## src/rtl/shreg_pkg.sv

```systemverilog
// shreg_pkg: mode encoding shared by the universal shift register
package shreg_pkg;
    typedef logic [1:0] mode_t;
    localparam mode_t MODE_HOLD = 2'b00;
    localparam mode_t MODE_SHR  = 2'b01;
    localparam mode_t MODE_SHL  = 2'b10;
    localparam mode_t MODE_LOAD = 2'b11;
endpackage

```

## src/rtl/shreg_bit_cnt.sv

```systemverilog
// shreg_bit_cnt: shift counter that pulses done on the edge completing a WIDTH-bit word
module shreg_bit_cnt #(
    parameter int WIDTH = 4
) (
    input  logic clk,
    input  logic rst,
    input  logic clr,
    input  logic inc,
    output logic done
);
    localparam int CNT_W = $clog2(WIDTH);
    localparam logic [CNT_W-1:0] LAST = CNT_W'(WIDTH - 1);
    logic [CNT_W-1:0] cnt;
    always_ff @(posedge clk or negedge rst)
        if (!rst) begin
            cnt  <= '0;
            done <= 1'b0;
        end else begin
            done <= inc && cnt == LAST;
            cnt  <= clr ? '0 : !inc ? cnt : (cnt == LAST) ? '0 : cnt + 1'b1;
        end
endmodule

```

## src/rtl/shreg_univ.sv

```systemverilog
// shreg_univ: WIDTH-bit universal shift register (hold / shift right / shift left / load)
// Define SHREG_WORD_DONE_EN to add the bit counter and word_done pulse.
module shreg_univ
    import shreg_pkg::*;
#(
    parameter int WIDTH = 4
) (
    input  logic             clk,
    input  logic             rst,
    input  logic             en,
    input  mode_t            mode,
    input  logic             sin_r,
    input  logic             sin_l,
    input  logic [WIDTH-1:0] pin,
    output logic [WIDTH-1:0] pout,
    output logic             sout_r,
    output logic             sout_l,
    output logic             word_done
);
    mode_t m;
    logic [WIDTH-1:0] q, q_nxt;
    assign m = en ? mode : MODE_HOLD;
    always_comb
        q_nxt = (m == MODE_SHR)  ? {sin_r, q[WIDTH-1:1]} :
                (m == MODE_SHL)  ? {q[WIDTH-2:0], sin_l} :
                (m == MODE_LOAD) ? pin : q;
    always_ff @(posedge clk or negedge rst)
        if (!rst) q <= '0;
        else q <= q_nxt;
    assign pout   = q;
    assign sout_r = q[0];
    assign sout_l = q[WIDTH-1];
`ifdef SHREG_WORD_DONE_EN
    shreg_bit_cnt #(.WIDTH(WIDTH)) u_cnt (
        .clk  (clk),
        .rst  (rst),
        .clr  (m == MODE_LOAD),
        .inc  (m == MODE_SHR || m == MODE_SHL),
        .done (word_done)
    );
`else
    assign word_done = 1'b0;
`endif
endmodule

```

## config.mk

```make
export PLATFORM = sky130hd
export DESIGN_NAME = shreg_univ
export DESIGN_NICKNAME = d
export VERILOG_FILES = /design/src/rtl/shreg_pkg.sv /design/src/rtl/shreg_bit_cnt.sv /design/src/rtl/shreg_univ.sv
export SDC_FILE = /design/constraint.sdc
export NUM_CORES = 1
export LEC_CHECK = 0
export BUFFER_PORTS_ARGS = -buffer_cell sky130_fd_sc_hd__buf_4
export CORE_AREA = 2 2 39 41
export DETAILED_ROUTE_END_ITERATION = 8
export DIE_AREA = 0 0 41 43
export PLACE_DENSITY_LB_ADDON = 0.15
export SETUP_SLACK_MARGIN = 0.05
export SLEW_MARGIN = 0
export SYNTH_ARGS = -nofsm -noshare
export SYNTH_HDL_FRONTEND = slang
export SYNTH_SLANG_ARGS = --single-unit
```

## constraint.sdc

```tcl
create_clock -name clk -period 1.15 [get_ports clk]
set_input_delay 0.23 -clock clk [delete_from_list [all_inputs] [get_ports clk]]
set_output_delay 0.23 -clock clk [all_outputs]
set_load 0.1 [all_outputs]
```

==> flow_metrics.tcl, run 1 <==
set metrics [dict create \
    clkSlewWorstSetupHoldPaths_ps 40 \
    p_leak_nw 0.293 \
    seq_power_share_pct 22.4 \
    nNetsFinal 59 \
    drt_wl_total_um 788 \
    drtPass1Iterations 2 \
    arrival_ps 930 \
    synth_edf_count 0 \
    power_per_cell_area_nw_per_um2 1650 \
    vias 271 \
    period_share_pct 101 \
    synth_area_leaders "dfrtp_1 (32%), a221oi_2 (19%), mux2i_1 (13%)" \
    die_w_um 41 \
    die-height_um 43 \
    ys_async_sr_fraction_pct 100 \
    cp_top_family "flip-flops" \
    cts_buffers 3 \
    antenna_found_initial 0 \
    max_freq_ghz 0.864 \
    grt_pass1_vias 328 \
    rsz0062_at_grt "yes" \
    ys_ff_latch 4 \
    gp_congestion 0.629 \
    total_power_mw 1.00 \
    cp_slowest_cell "dfrtp_4" \
    grt_pass1_wl_um 1340 \
    drc 0 \
    start_util_pct 22.4 \
    period_minus_slack_ps 1160 \
    grt_use_total_pct 12.0 \
    cts_sinks 4 \
    syn_inst 27 \
    outcome "complete, but fails checks" \
    start_kind "flip-flop" \
    core_area_um2 1380 \
    crit_path_end_kind "primary output" \
    dpl.hpwl_um 566 \
    swShare_pct 46.4 \
    synth_area_um2 310 \
    synthFlopType "dfrtp_1" \
    clkLatencyLatePin_ps 240 \
    core.rowCount 14 \
    synth.yosys.warnings 0 \
    grt_overflow 0 \
    postPlaceCellArea_um2 450 \
    h-tree-depth 1 \
    grt_max_degree 10 \
    numPortBuffers 16 \
    hold_violations 0 \
    timing.rr.start "pout[3]" \
    n_fill_cell 138 \
    drive_gt1_share_pct 76.1 \
    combPwrFrac_pct 59.8 \
    required_ps 920 \
    ir_drop_v 0.000494 \
    first_iter_violations 3 \
    postLayoutSetupSlackWorst_ps -7.08 \
    synth_cell_types 10 \
    syn_area_per_cell_um2 11.5 \
    yosysTopAreaCell "dfrtp_1" \
    p_sw_mw 0.464 \
    crit_path_max_incr_delay_ps 500 \
    netlist_top_cells_count "a221oi_2 (4), dfrtp_1 (4), inv_1 (4), mux2i_1 (4), nor4bb_1 (4)" \
    cp_num_buf_inv 1 \
    hp-class "in -> async" \
    ios 18 \
    yosysTopAreaCellShare_pct 32.3 \
    area_delta_synth_final_pct 95.2 \
    largest_register_ffs 4 \
    yosysSeqAreaShare_pct 32.3 \
    violations "negative setup slack" \
    clockPowerShare_pct 17.9 \
    crit_start "pout[1]" \
    final_antenna_net_count 0 \
    p_int_mw 0.537 \
    final_cell_area_um2 606 \
    cts_tree "done" \
    setup_viol 3 \
    cts.path.max_buffers 2 \
    synth_fp_nets 38 \
    root_buffer "clkbuf_4" \
    worst_clock_skew_ps 6.19 \
    wl_per_cell_um 12.7 \
    critPathKind "reg -> out" \
    path_cells "buf_12" \
    dieArea_um2 1760 \
    cap_violations 0 \
    final-max-slew-violation-count 0 \
    via_per_inst 4.37 \
    diodes 0 \
    crit_fanout 4 \
]
-- kinds of logic (layout without fill, tap and decap cells) --
group                  Yosys count  count (layout)  share of synthesized area [%]
buffers and inverters            8              27                           15.7
other                            1               1                           1.21
muxes                            4               4                           12.9
AOI/OAI and AO/OA                5               5                           22.2
DFF                              4               4                           32.3
and+or+nand+nor                  5               5                           15.7
-- path summary, 6_finish.rpt --
check                      cells past startpoint      end  slack (ps)
max reg2reg                                    3  pout[2]          60
min reg2reg                                    2  pout[1]         680
max in group asynchronous                      2  pout[2]         700
min                                            2  pout[1]         320
min in group clk                               3  pout[3]         320
max                                            1  pout[1]          -7
-- cell usage in the layout (no fill, tap or decap) --
master and n:
a221oi_2 4, and2_4 1, buf_12 6, buf_4 11, buf_6 2, clkbuf_4 3
conb_1 1, dfrtp_4 4, dlygate4sd3_1 1, inv_1 4, mux2i_1 4, nor4bb_1 1
nor4bb_2 1, nor4bb_4 2, o21ai_2 1
-- layer usage --
metal / wire length (um) / GRT usage (%) / vias up / share of wire (%)
met1: 334 / 12.6 / 123 / 42
met3: 33 / 1.57 / 0 / 4.2
met4: 0 / 12.0 / 0 / 0
met5: 0 / 0 / - / 0
met2: 420 / 18.4 / 11 / 53
li1: - / - / 137 / -
-- through the flow --
step | instances | worst slack [ps] | hold WS [ps] | setup TNS (ps) | util [%]
2_1_floorplan | 27 | 38.2 | -65.6 | 0 | -
3_3_place_gp | 55 | 174 | 28.7 | 0 | 32.5
3_5_place_dp | 55 | 164 | 31.9 | 0 | 32.5
4_1_cts | 62 | -2.31 | 325 | -5.92 | 42.9
5_1_grt | 62 | -28.8 | 341 | -113 | 43.8
6_report | 62 | -7.08 | 325 | -12.0 | 43.8
-- layout make-up --
type                       count  area [um^2]  share of cell area [%]
multi-input combinational     15          198                    32.6
sequential                     4          115                    19.0
inverter                       4         15.0                    2.48
tap                           16         20.0                    3.31
clock buffer                   3         22.5                    3.72
timing repair buffer          20          235                    38.8
-- power groups by stage --
stage	registers [mW]	clock network [mW]	logic (mW)
finish	0.224	0.179	0.599
global route	0.228	0.196	0.622
CTS	0.223	0.177	0.589
detailed placement	0.213	0	0.456
global placement	0.211	0	0.456
floorplan	0.387	0	0.216
-- repair_timing --
item,in CTS,in global routing
endpoints found under the setup margin,6,8
pin swaps,0,1
endpoints found under the hold margin,4,0
gates resized for setup,20,2
setup buffers,3,0
hold buffers,1,0
Power figures use the tool's default switching activity.
==> inputs of run 2 (changes only) <==
--- a/config.mk
+++ b/config.mk
@@ -6,9 +6,10 @@
 export NUM_CORES = 1
 export LEC_CHECK = 0
 export BUFFER_PORTS_ARGS = -buffer_cell sky130_fd_sc_hd__buf_4
-export CORE_AREA = 2 2 39 41
+export CELL_PAD_IN_SITES_DETAIL_PLACEMENT = 2
+export CELL_PAD_IN_SITES_GLOBAL_PLACEMENT = 2
+export CORE_UTILIZATION = 22
 export DETAILED_ROUTE_END_ITERATION = 8
-export DIE_AREA = 0 0 41 43
 export PLACE_DENSITY_LB_ADDON = 0.15
 export SETUP_SLACK_MARGIN = 0.05
 export SLEW_MARGIN = 0
==> run 2 against run 1 <==
Compared with the run above:
- the flow now finishes without violations
- critical endpoint is now sout_l
- highest routed layer unchanged
- non-clock buffer count did not move
- critical path type unchanged
- clock power barely moved
- flip-flop and latch count did not move
==> flow_metrics.tcl, run 2 (same netlist as run 1, synthesis figures left out) <==
set metrics [dict create \
    via_per_inst 4.69 \
    die-height_um 39.6 \
    crit_path_end_kind "primary output" \
    gp_congestion 0.752 \
    area_delta_synth_final_pct 94.8 \
    grt_overflow 0 \
    period_share_pct 99.8 \
    n_fill_cell 132 \
    root_buffer "clkbuf_4" \
    place_inst 54 \
    cts_buffers 3 \
    vias 286 \
    crit_start "pout[3]" \
    place_worst_setup_slack_ps 166 \
    h-tree-depth 1 \
    ir_drop_v 0.000895 \
    grt_use_total_pct 15.4 \
    hold_violations 0 \
    crit_fanout 3 \
    cp_num_buf_inv 1 \
    drtPass1Iterations 2 \
    final_util_pct 46.4 \
    ff2ff_path_depth 3 \
    diodes 0 \
    core_area_um2 1300 \
    setup_viol 0 \
    postLayoutSetupSlackWorst_ps 1.92 \
    final-max-slew-violation-count 0 \
    crit_path_max_incr_delay_ps 500 \
    holdWs_ps 327 \
    max_freq_ghz 0.871 \
    core.rowCount 13 \
    nNetsFinal 59 \
    required_ps 920 \
    antenna_found_initial 0 \
    wl_per_cell_um 14.6 \
    critPathKind "reg -> out" \
    path_cells "buf_12" \
    ios 18 \
    drc 0 \
    start_kind "flip-flop" \
    grt_pass1_vias 320 \
    final_antenna_net_count 0 \
    first_iter_violations 1 \
    timing.rr.start "pout[3]" \
    numPortBuffers 16 \
    power_per_cell_area_nw_per_um2 1660 \
    worst_clock_skew_ps 1.59 \
    cts.path.max_buffers 2 \
    die_w_um 39.6 \
    period_minus_slack_ps 1150 \
    cp_top_family "flip-flops" \
    layout_commonest_cell "buf_4" \
    dieArea_um2 1560 \
    cts_tree "done" \
    path_depth 1 \
    cp_slowest_cell "dfrtp_4" \
    clkLatencyLatePin_ps 240 \
    start_util_pct 23.8 \
    drive_gt1_share_pct 76.1 \
    hp-class "in -> async" \
    grt_max_degree 10 \
    fin_cells 61 \
    final_cell_mix "buf_4 (11), buf_12 (6)" \
    clkSlewWorstSetupHoldPaths_ps 40 \
    outcome "finished, final reports clean" \
    drt_wl_total_um 892 \
    cts_sinks 4 \
    rsz0062_at_grt "yes" \
    arrival_ps 920 \
    finalSetupTns_ps 0 \
    cap_violations 0 \
    grt_pass1_wl_um 1540 \
    p_leak_nw 0.293 \
    largest_register_ffs 4 \
]
## run 2: cell counts in the layout (fill, tap and decap cells not counted)
No cell type changed its count.
## run 2: final cells by class
type	count	area, um^2	area share (%)
Timing Repair Buffer	20	235	38.9
Clock buffer	3	22.5	3.73
Sequential cell	4	115	19.0
Tap cell	15	18.8	3.11
Multi-Input combinational cell	15	198	32.7
Inverter	4	15.0	2.48
## run 2: report_power, final
part	internal, mW	total (mW)	switching [mW]
sequential	0.181	0.223	0.0417
clock	0.117	0.177	0.0597
combinational	0.239	0.604	0.365
total	0.537	1.00	0.466
## run 2: metal layers
metal	global-route usage [%]	vias up	routed length (um)
met3	8.52	0	63
li1	-	135	-
met2	26.2	13	460
met5	0	-	0
met1	17.7	138	367
met4	0	0	0
## run 2: stage by stage
stage | area [um^2] | power (mW)
finish | 604 | 1.00
global route | 604 | 1.05
CTS | 597 | 1.01
detailed placement | 449 | 0.674
global placement | 449 | 0.666
floorplan | 359 | 0.603
## run 2: final timing paths
check	end	slack, ps
max in group asynchronous	pout[3]	710
worst max-delay path	sout_l	2
worst max register to register	pout[2]	50
min in group clk	pout[3]	350
worst min-delay path	pout[1]	330
worst min register to register	pout[1]	680
## run 2: repair_timing
item | in CTS | in global routing
setup endpoints to repair | 6 | 8
hold buffers | 1 | 0
resized for setup | 20 | 2
buffers inserted | 3 | 0
hold endpoints to repair | 4 | 0
pin swaps | 0 | 2
==> inputs of run 3 (changes only) <==
--- a/config.mk
+++ b/config.mk
@@ -5,10 +5,11 @@
 export SDC_FILE = /design/constraint.sdc
 export NUM_CORES = 1
 export LEC_CHECK = 0
+export ABC_AREA = 1
 export BUFFER_PORTS_ARGS = -buffer_cell sky130_fd_sc_hd__buf_4
 export CELL_PAD_IN_SITES_DETAIL_PLACEMENT = 2
 export CELL_PAD_IN_SITES_GLOBAL_PLACEMENT = 2
-export CORE_UTILIZATION = 22
+export CORE_UTILIZATION = 18
 export DETAILED_ROUTE_END_ITERATION = 8
 export PLACE_DENSITY_LB_ADDON = 0.15
 export SETUP_SLACK_MARGIN = 0.05
==> run 3 against run 2 <==
Compared with the run above:
- the flow now finishes with violations (design-rule violations, negative setup slack)
- largest cell class unchanged
- final cell count is 36% higher
- setup slack got worse by 5.9 ps
- sequential share of layout area rose by 1.0 points
- fmax shrank 0.51%
- non-clock buffer count is 1 higher
- routed wire length increased by 22%
==> flow_metrics.tcl, run 3 <==
set metrics [dict create \
    outcome "complete, but fails checks" \
    violations "design-rule violations, negative setup slack" \
    synth_cell_types 10 \
    max_freq_ghz 0.867 \
    grt_pass1_wl_um 1780 \
    area_delta_synth_final_pct 73.3 \
    grt_pass1_vias 386 \
    drt_wl_total_um 1090 \
    cts.path.max_buffers 2 \
    critPathKind "reg -> out" \
    wl_per_cell_um 13.1 \
    synthFlopType "dfrtp_1" \
    required_ps 920 \
    cts_sinks 4 \
    hold_violations 0 \
    clkSlewWorstSetupHoldPaths_ps 40 \
    cts_buffers 3 \
    power_per_cell_area_nw_per_um2 1660 \
    root_buffer "clkbuf_4" \
    synth_area_leaders "dfrtp_1 (32%), nand2_1 (22%), nand3_1 (8.1%)" \
    core_area_um2 1560 \
    syn_area_per_cell_um2 6.58 \
    die-height_um 43.4 \
    netlist_top_cells_count "nand2_1 (18), inv_1 (5), nand3_1 (5), o21ai_0 (5)" \
    cp_num_buf_inv 1 \
    start_util_pct 19.8 \
    final_util_pct 34.3 \
    synth_top_family_by_area "simple AND/OR/NAND/NOR gates" \
    yosysSeqAreaShare_pct 32.4 \
    grt_use_total_pct 13.3 \
    drive_gt1_share_pct 41.8 \
    final_antenna_net_count 0 \
    total_power_mw 0.889 \
    diodes 0 \
    synth_edf_count 0 \
    p_leak_nw 0.281 \
    core.rowCount 14 \
    first_iter_violations 6 \
    cp_top_family "flip-flops" \
    ir_drop_v 0.000562 \
    dieArea_um2 1890 \
    synth_fp_nets 58 \
    clkLatencyLatePin_ps 240 \
    synth_area_um2 309 \
    postLayoutSetupSlackWorst_ps -3.98 \
    via_per_inst 4.54 \
    synthMuxAreaShare_pct 0 \
    period_share_pct 100 \
    crit_path_max_incr_delay_ps 500 \
    place_inst 77 \
    final_cell_mix "nand2_1 (18), buf_4 (16), inv_1 (5), nand3_1 (5), o21ai_0 (5)" \
    antenna_found_initial 0 \
    syn_inst 47 \
    ys_ff_latch 4 \
    yosysTopAreaCellShare_pct 32.4 \
    rsz0062_at_grt "yes" \
    grt_overflow 0 \
    synth.yosys.warnings 0 \
    drtPass1Iterations 6 \
    ios 18 \
    numPortBuffers 16 \
    period_minus_slack_ps 1150 \
    largest_register_ffs 4 \
    vias 377 \
    n_fill_cell 191 \
    synth-simple-area-share_pct 41.3 \
    synthAdderAreaFrac_pct 0 \
    layout_commonest_cell "nand2_1" \
    gp_congestion 0.652 \
    ys_async_sr_fraction_pct 100 \
    cp_slowest_cell "dfrtp_4" \
    synth-compound-area-share_pct 8.10 \
    grt_max_degree 10 \
    synth.most_common_cell "nand2_1" \
    cts_tree "done" \
    start_kind "flip-flop" \
    crit_fanout 3 \
    worst_clock_skew_ps 1.13 \
    place_worst_setup_slack_ps 156 \
    h-tree-depth 1 \
    setup_viol 2 \
    yosysTopAreaCell "dfrtp_1" \
    hp-class "in -> reg" \
    nNetsFinal 80 \
    cap_violations 0 \
    finalSetupTns_ps -7.70 \
    final-max-slew-violation-count 0 \
    synth_xor_area_share_pct 0 \
    drc 2 \
    arrival_ps 920 \
    crit_path_end_kind "primary output" \
    fin_cells 83 \
    die_w_um 43.4 \
    path_cells "buf_12" \
]
run 3: changes by cell type after synthesis, sizes merged, moves of 4 or more:
cell | previous run | this run
o21ai | 1 | 5
a221oi | 4 | 0
nand3 | 0 | 6
nor4bb | 4 | 0
nand4 | 0 | 4
mux2i | 4 | 0
nand2 | 0 | 18
run 3: worst register-to-register path: stages, from the launching register on:
cell	delay, ps
dfrtp_4	500
buf_4	150
inv_1	40
o21ai_0	70
nand2_1	70
nand2_1	40
run 3: layout make-up:
class                           instances  area [um^2]  share of cell area, %
Clock buffer                            3         22.5                   4.21
Tap cell                               16         20.0                   3.74
Timing Repair Buffer                   21          210                   39.3
Multi-Input combinational cell         34          156                   29.2
Inverter                                5         18.8                   3.50
Sequential cell                         4          108                   20.1
run 3: cells by family after synthesis:
logic type | after synthesis
flops | 4
other cells | 1
buf+inv | 9
compound gates | 5
simple gates | 28
run 3: report_power, final:
group / total [mW] / switching [mW] / internal [mW]
registers: 0.205 / 0.0341 / 0.171
logic: 0.509 / 0.344 / 0.165
clock network: 0.175 / 0.0584 / 0.117
run 3: repair_timing:
| action | in CTS | in global routing |
|---|---|---|
| endpoints found under the hold margin | 4 | 0 |
| gates resized for setup | 10 | 2 |
| buffers inserted | 1 | 1 |
| gates cloned | 0 | 0 |
| hold buffers | 1 | 0 |
| endpoints found under the setup margin | 6 | 6 |
run 3: final timing paths:
path | from | endpoint | slack, ps | depth (start not counted)
max | pout[3] | pout[3] | -4 | 1
min | pin[3] | pout[3] | 300 | 5
max reg2reg | pout[3] | pout[2] | 160 | 5
min reg2reg | pout[0] | pout[0] | 530 | 2
max in group asynchronous | rst | pout[3] | 690 | 2
min in group asynchronous | rst | pout[3] | 350 | 2
run 3: metrics by stage:
step / area [um^2] / hold WS [ps]
finish: 536 / 296
global route: 536 / 325
CTS: 518 / 293
detailed placement: 438 / 31.8
global placement: 438 / 31.1
floorplan: 324 / -65.6
run 3: routing by layer:
layer / track usage, % / vias up / wire (um)
met3: 5.00 / 0 / 48
met1: 17.3 / 175 / 493
met5: 0 / - / 0
met2: 20.6 / 13 / 544
li1: - / 189 / -
met4: 3.75 / 0 / 0
